### src/rtl/disaster_sensor_conditioner.sv
// Disaster sensor conditioner.
// Quantizes raw rain, seismic, wind and water-level samples into 2-bit
// severity codes. Each channel has downward hysteresis on thresholds it has
// already crossed, and a persistence filter, so isolated noisy samples never
// reach the committed codes that drive the classifier and the LEDs.

// One conditioning channel: quantizer, persistence filter and code register.
module DisasterChannel #(
  parameter int DW      = 8,
  parameter int T1      = 64,
  parameter int T2      = 128,
  parameter int T3      = 192,
  parameter int HYST    = 8,
  parameter int PERSIST = 3,
  parameter int CW      = $clog2(PERSIST + 1)
) (
  input  logic          clk,
  input  logic          rst_n,
  input  logic          sampleValid_i,
  input  logic [DW-1:0] raw_i,
  output logic [1:0]    code_o,
  output logic          commit_o
);

  // Entry thresholds apply while the committed code is still below a level.
  // Once a level has been reached, its threshold is relaxed by HYST so that
  // a value sitting just under the threshold does not immediately drop it.
  localparam logic [DW-1:0] Thr1Up = DW'(T1);
  localparam logic [DW-1:0] Thr2Up = DW'(T2);
  localparam logic [DW-1:0] Thr3Up = DW'(T3);
  localparam logic [DW-1:0] Thr1Dn = DW'(T1 - HYST);
  localparam logic [DW-1:0] Thr2Dn = DW'(T2 - HYST);
  localparam logic [DW-1:0] Thr3Dn = DW'(T3 - HYST);

  // A candidate commits when it is seen for the PERSIST-th time in a row,
  // i.e. when the counter already holds PERSIST-1 matching samples.
  localparam logic [CW-1:0] CntLast = CW'(PERSIST - 1);

  logic [1:0]    code_q, code_d;
  logic [1:0]    cand_q, cand_d;
  logic [CW-1:0] cnt_q,  cnt_d;

  logic          pass1, pass2, pass3;
  logic [1:0]    quant;

  // Quantize the raw sample against thresholds chosen by the current code.
  // The passes are counted rather than priority-encoded so that any legal
  // threshold/hysteresis combination gives a well-defined level.
  always_comb begin
    pass1 = (code_q >= 2'd1) ? (raw_i >= Thr1Dn) : (raw_i >= Thr1Up);
    pass2 = (code_q >= 2'd2) ? (raw_i >= Thr2Dn) : (raw_i >= Thr2Up);
    pass3 = (code_q >= 2'd3) ? (raw_i >= Thr3Dn) : (raw_i >= Thr3Up);
    quant = {1'b0, pass1} + {1'b0, pass2} + {1'b0, pass3};
  end

  // Persistence filter: a new level must be observed on consecutive valid
  // samples before it replaces the committed code. Idle cycles hold state,
  // so gaps between samples neither advance nor reset the count.
  always_comb begin
    code_d = code_q;
    cand_d = cand_q;
    cnt_d  = cnt_q;
    if (sampleValid_i) begin
      if (quant == code_q) begin
        cand_d = code_q;
        cnt_d  = '0;
      end else if (quant != cand_q) begin
        cand_d = quant;
        if (PERSIST == 1) begin
          code_d = quant;
          cnt_d  = '0;
        end else begin
          cnt_d  = CW'(1);
        end
      end else begin
        if (cnt_q == CntLast) begin
          code_d = quant;
          cnt_d  = '0;
        end else begin
          cnt_d  = cnt_q + CW'(1);
        end
      end
    end
    commit_o = sampleValid_i && (code_d != code_q);
  end

  // Filter state register; reset has priority over any sample on that edge.
  always_ff @(posedge clk) begin
    if (!rst_n) begin
      code_q <= 2'd0;
      cand_q <= 2'd0;
      cnt_q  <= '0;
    end else begin
      code_q <= code_d;
      cand_q <= cand_d;
      cnt_q  <= cnt_d;
    end
  end

  assign code_o = code_q;

endmodule

// Top level: four identical channels plus the shared handshake flags.
module disaster_sensor_conditioner #(
  parameter int DW      = 8,
  parameter int T1      = 64,
  parameter int T2      = 128,
  parameter int T3      = 192,
  parameter int HYST    = 8,
  parameter int PERSIST = 3
) (
  input  logic          clk,
  input  logic          rst_n,
  input  logic          sample_valid,
  input  logic [DW-1:0] rain_raw,
  input  logic [DW-1:0] seis_raw,
  input  logic [DW-1:0] wind_raw,
  input  logic [DW-1:0] level_raw,
  output logic          r1,
  output logic          r0,
  output logic          s1,
  output logic          s0,
  output logic          w1,
  output logic          w0,
  output logic          l1,
  output logic          l0,
  output logic          codes_valid,
  output logic          code_changed
);

  logic [1:0] rainCode, seisCode, windCode, levelCode;
  logic       rainCommit, seisCommit, windCommit, levelCommit;

  logic       codesValid_q;
  logic       codeChanged_q;

  DisasterChannel #(
    .DW(DW), .T1(T1), .T2(T2), .T3(T3), .HYST(HYST), .PERSIST(PERSIST)
  ) uRain (
    .clk           (clk),
    .rst_n         (rst_n),
    .sampleValid_i (sample_valid),
    .raw_i         (rain_raw),
    .code_o        (rainCode),
    .commit_o      (rainCommit)
  );

  DisasterChannel #(
    .DW(DW), .T1(T1), .T2(T2), .T3(T3), .HYST(HYST), .PERSIST(PERSIST)
  ) uSeis (
    .clk           (clk),
    .rst_n         (rst_n),
    .sampleValid_i (sample_valid),
    .raw_i         (seis_raw),
    .code_o        (seisCode),
    .commit_o      (seisCommit)
  );

  DisasterChannel #(
    .DW(DW), .T1(T1), .T2(T2), .T3(T3), .HYST(HYST), .PERSIST(PERSIST)
  ) uWind (
    .clk           (clk),
    .rst_n         (rst_n),
    .sampleValid_i (sample_valid),
    .raw_i         (wind_raw),
    .code_o        (windCode),
    .commit_o      (windCommit)
  );

  DisasterChannel #(
    .DW(DW), .T1(T1), .T2(T2), .T3(T3), .HYST(HYST), .PERSIST(PERSIST)
  ) uLevel (
    .clk           (clk),
    .rst_n         (rst_n),
    .sampleValid_i (sample_valid),
    .raw_i         (level_raw),
    .code_o        (levelCode),
    .commit_o      (levelCommit)
  );

  // Handshake flags land on the same edge as the code update they describe.
  always_ff @(posedge clk) begin
    if (!rst_n) begin
      codesValid_q  <= 1'b0;
      codeChanged_q <= 1'b0;
    end else begin
      codesValid_q  <= sample_valid;
      codeChanged_q <= rainCommit | seisCommit | windCommit | levelCommit;
    end
  end

  assign {r1, r0}     = rainCode;
  assign {s1, s0}     = seisCode;
  assign {w1, w0}     = windCode;
  assign {l1, l0}     = levelCode;
  assign codes_valid  = codesValid_q;
  assign code_changed = codeChanged_q;

endmodule

### config.mk
export PLATFORM = sky130hd
export DESIGN_NAME = disaster_sensor_conditioner
export DESIGN_NICKNAME = d
export VERILOG_FILES = /design/src/rtl/disaster_sensor_conditioner.sv
export SDC_FILE = /design/constraint.sdc
export NUM_CORES = 1
export LEC_CHECK = 0
export ABC_AREA = 1
export BUFFER_PORTS_ARGS = -buffer_cell sky130_fd_sc_hd__buf_4
export CAP_MARGIN = 15
export CORE_ASPECT_RATIO = 1.25
export CORE_MARGIN = 1.5
export CORE_UTILIZATION = 50
export DETAILED_ROUTE_END_ITERATION = 10
export PLACE_DENSITY = 0.75
export SYNTH_ARGS = -nofsm -noshare
export SYNTH_HDL_FRONTEND = slang
export SYNTH_SLANG_ARGS = --single-unit
### constraint.sdc
create_clock -name clk -period 6.9 [get_ports clk]
set_input_delay 1.725 -clock clk [delete_from_list [all_inputs] [get_ports clk]]
set_output_delay 1.725 -clock clk [all_outputs]
set_load 0.03 [all_outputs]
Word level (Yosys, flattened, before mapping)
Index checks and enable logic that the tools add are counted.
{"block": "word_totals", "reg_bits": 26, "latchBits": 0, "ram_bits": 0, "romBits": 0, "input_bits": 35, "output_inout_bits": 10, "word_cells": 141, "mem_count": 0}
{"block": "classes", "addsub": 12, "multipliers": 0, "div_mod_pow": 0, "n_lt_le_gt_ge": 36, "eq_ne": 16, "shift": 0, "muxes": 48, "bitwise_logic": 3, "n_reduce_logical": 12}
{"operator": "$ge A8 B8 Y1 const B", "count": 12}
{"operator": "$mux W2", "count": 36}
{"operator": "$ge A8 B7 Y1 const B", "count": 8}
{"operator": "$ge A8 B6 Y1 const B", "count": 4}
{"operator": "$ge A2 B2 Y1 const B", "count": 8}
{"operator": "$ne A2 B2 Y1", "count": 8}
{"operator": "$mux W1", "count": 12}
{"operator": "$add A1 B1 Y2", "count": 4}
{"operator": "$add A2 B1 Y2", "count": 4}
{"operator": "$add A2 B1 Y2 const B", "count": 4}
{"operator": "$eq A2 B2 Y1", "count": 4}
{"operator": "$eq A2 B2 Y1 const B", "count": 4}
{"operator": "$ge A2 B1 Y1 const B", "count": 4}
{"operator": "$reduce_and A2 Y1", "count": 4}
{"operator": "$reduce_bool A2 Y1", "count": 4}
{"operator": "$logic_and A1 B1 Y1", "count": 4}
{"operator": "$or A1 B1 Y1", "count": 3}

Depth between registers and ports, before layout
{"block": "logic_depth", "depth_word": 13, "depth_mapped": 13, "depth_no_buf": 13}

By module
A second synthesis with hierarchy kept.
{"block": "hier_totals", "hier_cells": 320, "area_unflattened_um2": 1900.6}
{"module": "DisasterChannel", "instances": 4, "cells_per_inst": 78, "area_per_inst_um2": 459.2, "seq_area_each_um2": 120.1}
{"module": "disaster_sensor_conditioner", "instances": 1, "cells_per_inst": 8, "area_per_inst_um2": 63.8, "seq_area_each_um2": 40.0}

Worst setup path before layout
Ideal clock, no wire load.
{"block": "synth_timing", "kind": "input-to-reg", "start": "input seis_raw[4]", "end": "register uSeis.code_q[1] (netlist: uSeis.code_o[1])", "setup_ns": 0.113, "arrival_time_ns": 3.252, "required_time_ns": 6.787, "setup_slack_ns": 3.534, "path_stages": 13, "path_buffers": 0, "path_cell_list": "nand3_1 > nor3_1 > o21ai_0 > fa_1 > inv_2 > nand2_1 > nand2_4 > nor2_8 > nand2_2 > nor2_4 > nand2_1 > nand2_1 > nor2_1"}
{"block": "synth_via", "elab_chain_len": 8, "elab_cells_between_ends": 17, "classes_between": "2 x add/sub; 6 x order compare; 2 x eq/ne; 7 x mux"}
{"element": "start, declared", "line": "117", "source": "input logic [DW-1:0] seis_raw,"}
{"element": "$ge A8 B7 Y1, or another cell as far along", "line": "50", "source": "pass1 = (code_q >= 2'd1) ? (raw_i >= Thr1Dn) : (raw_i >= Thr1Up);"}
{"element": "$mux W1, on equally long branches", "line": "50, 51"}
{"element": "$add A1 B1 Y2", "line": "53", "source": "quant = {1'b0, pass1} + {1'b0, pass2} + {1'b0, pass3};"}
{"element": "$add A2 B1 Y2 (*)", "line": "53"}
{"element": "$ne A2 B2 Y1 / $mux W2 (equally long branches)", "line": "67, 76"}
{"element": "$mux W2", "line": "67", "source": "end else if (quant != cand_q) begin"}
{"element": "$mux W2 (*)", "line": "64", "source": "if (quant == code_q) begin"}
{"element": "$mux W2 (*)", "line": "63", "source": "if (sampleValid_i) begin"}
{"element": "end signal, assigned", "line": "94", "source": "code_q <= code_d;"}
{"element": "end, declared", "line": "39", "source": "logic [1:0] code_q, code_d;"}
Mark *: on every way between the ends. The rest lies on a longest branch, timed or not.
A chain may end at the register's enable or synchronous reset.

Worst setup path in the final report
{"block": "layout_timing", "start": "input rain_raw[4]", "end": "register uRain.code_q[0] (netlist: uRain.code_o[0])"}
{"block": "layout_via", "elab_chain_len": 8, "elab_cells_between_ends": 17, "classes_between": "2 x add/sub; 6 x order compare; 2 x eq/ne; 7 x mux"}
{"element": "start, declared", "line": "116", "source": "input logic [DW-1:0] rain_raw,"}
{"element": "$ge A8 B7 Y1, or another cell as far along", "line": "50"}
{"element": "$mux W1, on equally long branches", "line": "50, 51"}
{"element": "$add A1 B1 Y2", "line": "53"}
{"element": "$add A2 B1 Y2 (*)", "line": "53"}
{"element": "$ne A2 B2 Y1 / $mux W2 (equally long branches)", "line": "67, 76"}
{"element": "$mux W2", "line": "67"}
{"element": "$mux W2 (*)", "line": "64"}
{"element": "$mux W2 (*)", "line": "63"}
{"element": "end signal, assigned", "line": "94"}
{"element": "end, declared", "line": "39"}
Marked as above.

==> results_dict.tcl <==
set metrics [dict create \
    multi_input_area_um2 1010 \
    final-seq-area_um2 520 \
    post-cts-setup-buffer-count 0 \
    cts_hold_buf 0 \
    setup_viol 0 \
    path_clk_slew_ns 0.09 \
    wirelength_um 3200 \
    coreArea_um2 3250 \
    ctsResizeCount 0 \
    arrival_ns 3.47 \
    synth.largest_area_cell "dfxtp_1" \
    wl_per_cell_um 9.71 \
    synth_top_family_by_area "simple AND/OR/NAND/NOR gates" \
    synth.mux.area_fraction 0 \
    dr.pass1.iters 4 \
    die-height_um 68.4 \
    worst-setup-path-type "in2reg" \
    detailed_place_hpwl_um 2450 \
    startpoint_type "input pin" \
    synthTopCellsByCount "nand2_1, a21oi_1, dfxtp_1" \
    overflow 0 \
    grt_first_pass_wirelength_um 5730 \
    die_w_um 55.3 \
    cts.path.max_buffers 2 \
    finalNonFillerCells 329 \
    hold_viol_final 0 \
    tightestPinTransition_ns 0.371 \
    grt_pass1_vias 1466 \
    cp.required_ns 7.08 \
    ys_warn_count 0 \
    rsz0062_at_grt "no" \
    fin_crit_ns 3.29 \
    end_kind "flop" \
    syn_nets 300 \
    grt_max_degree 29 \
    skew_ns 0.00396 \
    placedCellCount 325 \
    vias_per_cell 5.07 \
    maxCapViolCount 0 \
    grtUsageTotal 0.186 \
    cts_buffers 3 \
    cp_max_fo 5 \
    port_buffers 32 \
    cts_tree "built" \
    slew_headroom 0.752 \
    ys.flop_type "dfxtp_1" \
    synthMostInstantiatedCell "nand2_1" \
    hp-class "reg2reg" \
    finalSetupTns_ns 0 \
    fin_nets 332 \
    yosysUniqueCellTypes 25 \
    avgSynthCellArea_um2 6.56 \
    synth-seq-cells 26 \
    io_pins 45 \
    antenna_cells 0 \
    synth_edf_count 0 \
    seq_area_frac_synth 0.304 \
    syn-instance-count 261 \
    synthSimpleGateAreaFrac 0.407 \
    filler_cell_count 351 \
    gp_congestion 0.791 \
    die_area_um2 3790 \
    synth_compound_area_frac 0.137 \
    dpl_cell_area_um2 1940 \
    syn-cell-area_um2 1710 \
    synth_area_leaders "dfxtp_1, nand2_1, a21oi_1" \
    initial_core_util 0.526 \
    clkLatencyLatePin_ns 0.27 \
    synthAdderAreaFrac 0.0468 \
    async_reset_ff_frac 0 \
    run_status "finished clean" \
    ir_drop_v 0.000128 \
    ant_nets 0 \
    cts_sinks 26 \
    fin_crit_sh 0.477 \
    synth.top_cell.area_share 0.304 \
    cts_root_buf "clkbuf_8" \
    pwr_density_cell_nw_per_um2 188 \
    synth_xor_area_frac 0 \
    final_util 0.614 \
    area_delta_synth_final_pct 16.6 \
    htreeDepth 1 \
    drc 0 \
    drive_above_1_share 0.226 \
    first_iter_violations 41 \
    finalMaxSlewViolations 0 \
    route.vias.total 1669 \
    fmax_ghz 0.304 \
    rows 23 \
    leakagePower_uw 0.000913 \
    final_area_um2 2000 \
    antenna_found_initial 0 \
]
flip-flops by register name (all words and copies together), names as in the netlist:
register       flops
code_changed       1
codes_valid        1
uLevel.cand_q      2
uLevel.cnt_q       2
uLevel.code_o      2
uRain.cand_q       2
uRain.cnt_q        2
uRain.code_o       2
uSeis.cand_q       2
uSeis.cnt_q        2
uSeis.code_o       2
uWind.cand_q       2
uWind.cnt_q        2
uWind.code_o       2
path summary, 6_finish.rpt:
path / startpoint / to / slack (ns) / depth (start not counted)
worst max-delay path: rain_raw[4] / uRain.code_o[0] / 3.61 / 12
worst min-delay path: uSeis.cand_q[1] / uSeis.cand_q[1] / 0.48 / 2
worst max register to register: uSeis.code_o[0] / uSeis.code_o[1] / 4.74 / 13
worst min register to register: uSeis.cand_q[1] / uSeis.cand_q[1] / 0.48 / 2
routing by layer:
metal  up-vias  wire (µm)  GRT usage  part of all wire
li1        896          -          -                 -
met3         5         99     0.0189             0.031
met2        28       1540      0.351              0.48
met4         0         59     0.0823             0.018
met5         -          0          0                 0
met1       740       1500      0.214              0.47
critical path, stage by stage:
cell and delay [ns]:
buf_4 0.08, nand3_1 0.11, nor3_1 0.14, o21ai_0 0.13, fa_1 0.62, inv_2 0.08
nand2_1 0.06, nand2_1 0.05, nand2_1 0.15, nand3_2 0.15, o21ai_1 0.14, nor2_1 0.04
placed cells by master, fill, tap and decap left out:
cell,count
nand3_2,1
o21ai_1,1
nand2_2,11
nor3_1,8
buf_4,32
nor2_1,14
or2_2,1
nand4_1,2
o21ai_0,16
a21oi_1,27
inv_2,8
nor2_4,4
o211ai_1,1
a31oi_1,1
clkbuf_8,4
nand2_1,85
nor2_8,1
fa_1,4
nand3_1,18
nor3_2,1
nand2_4,2
dfxtp_1,26
inv_1,23
inv_4,1
kinds of logic (layout without fill, tap and decap cells):
family | after synthesis | in the layout
AOI/OAI and AO/OA | 46 | 46
adders and majority gates | 4 | 4
buffers and inverters | 37 | 68
DFF | 26 | 26
and+or+nand+nor | 148 | 148
through the flow:
| stage | total power, µW | hold WS [ns] | setup slack (ns) |
|---|---|---|---|
| 2_1_floorplan | 255 | 0.449 | 3.53 |
| 3_3_place_gp | 277 | 0.466 | 3.32 |
| 3_5_place_dp | 279 | 0.468 | 3.32 |
| 4_1_cts | 379 | 0.482 | 3.61 |
| 5_1_grt | 401 | 0.504 | 3.37 |
| 6_report | 376 | 0.479 | 3.61 |
cell type report:
class / instances / area share
repair buffers: 32 / 0.120
clock buffers: 4 / 0.0276
multi-input cells: 198 / 0.507
flip-flops and latches: 26 / 0.261
well taps: 37 / 0.0232
inverters: 32 / 0.0614
power by group:
part | internal, µW | switching [µW] | leakage (µW)
sequential | 159 | 6.45 | 0.000212
combinational | 42.1 | 67.1 | 0.000672
clock | 51.1 | 49.8 | 0.0000288
total | 252 | 123 | 0.000913
No activity file was read; power rests on OpenSTA's default activity.
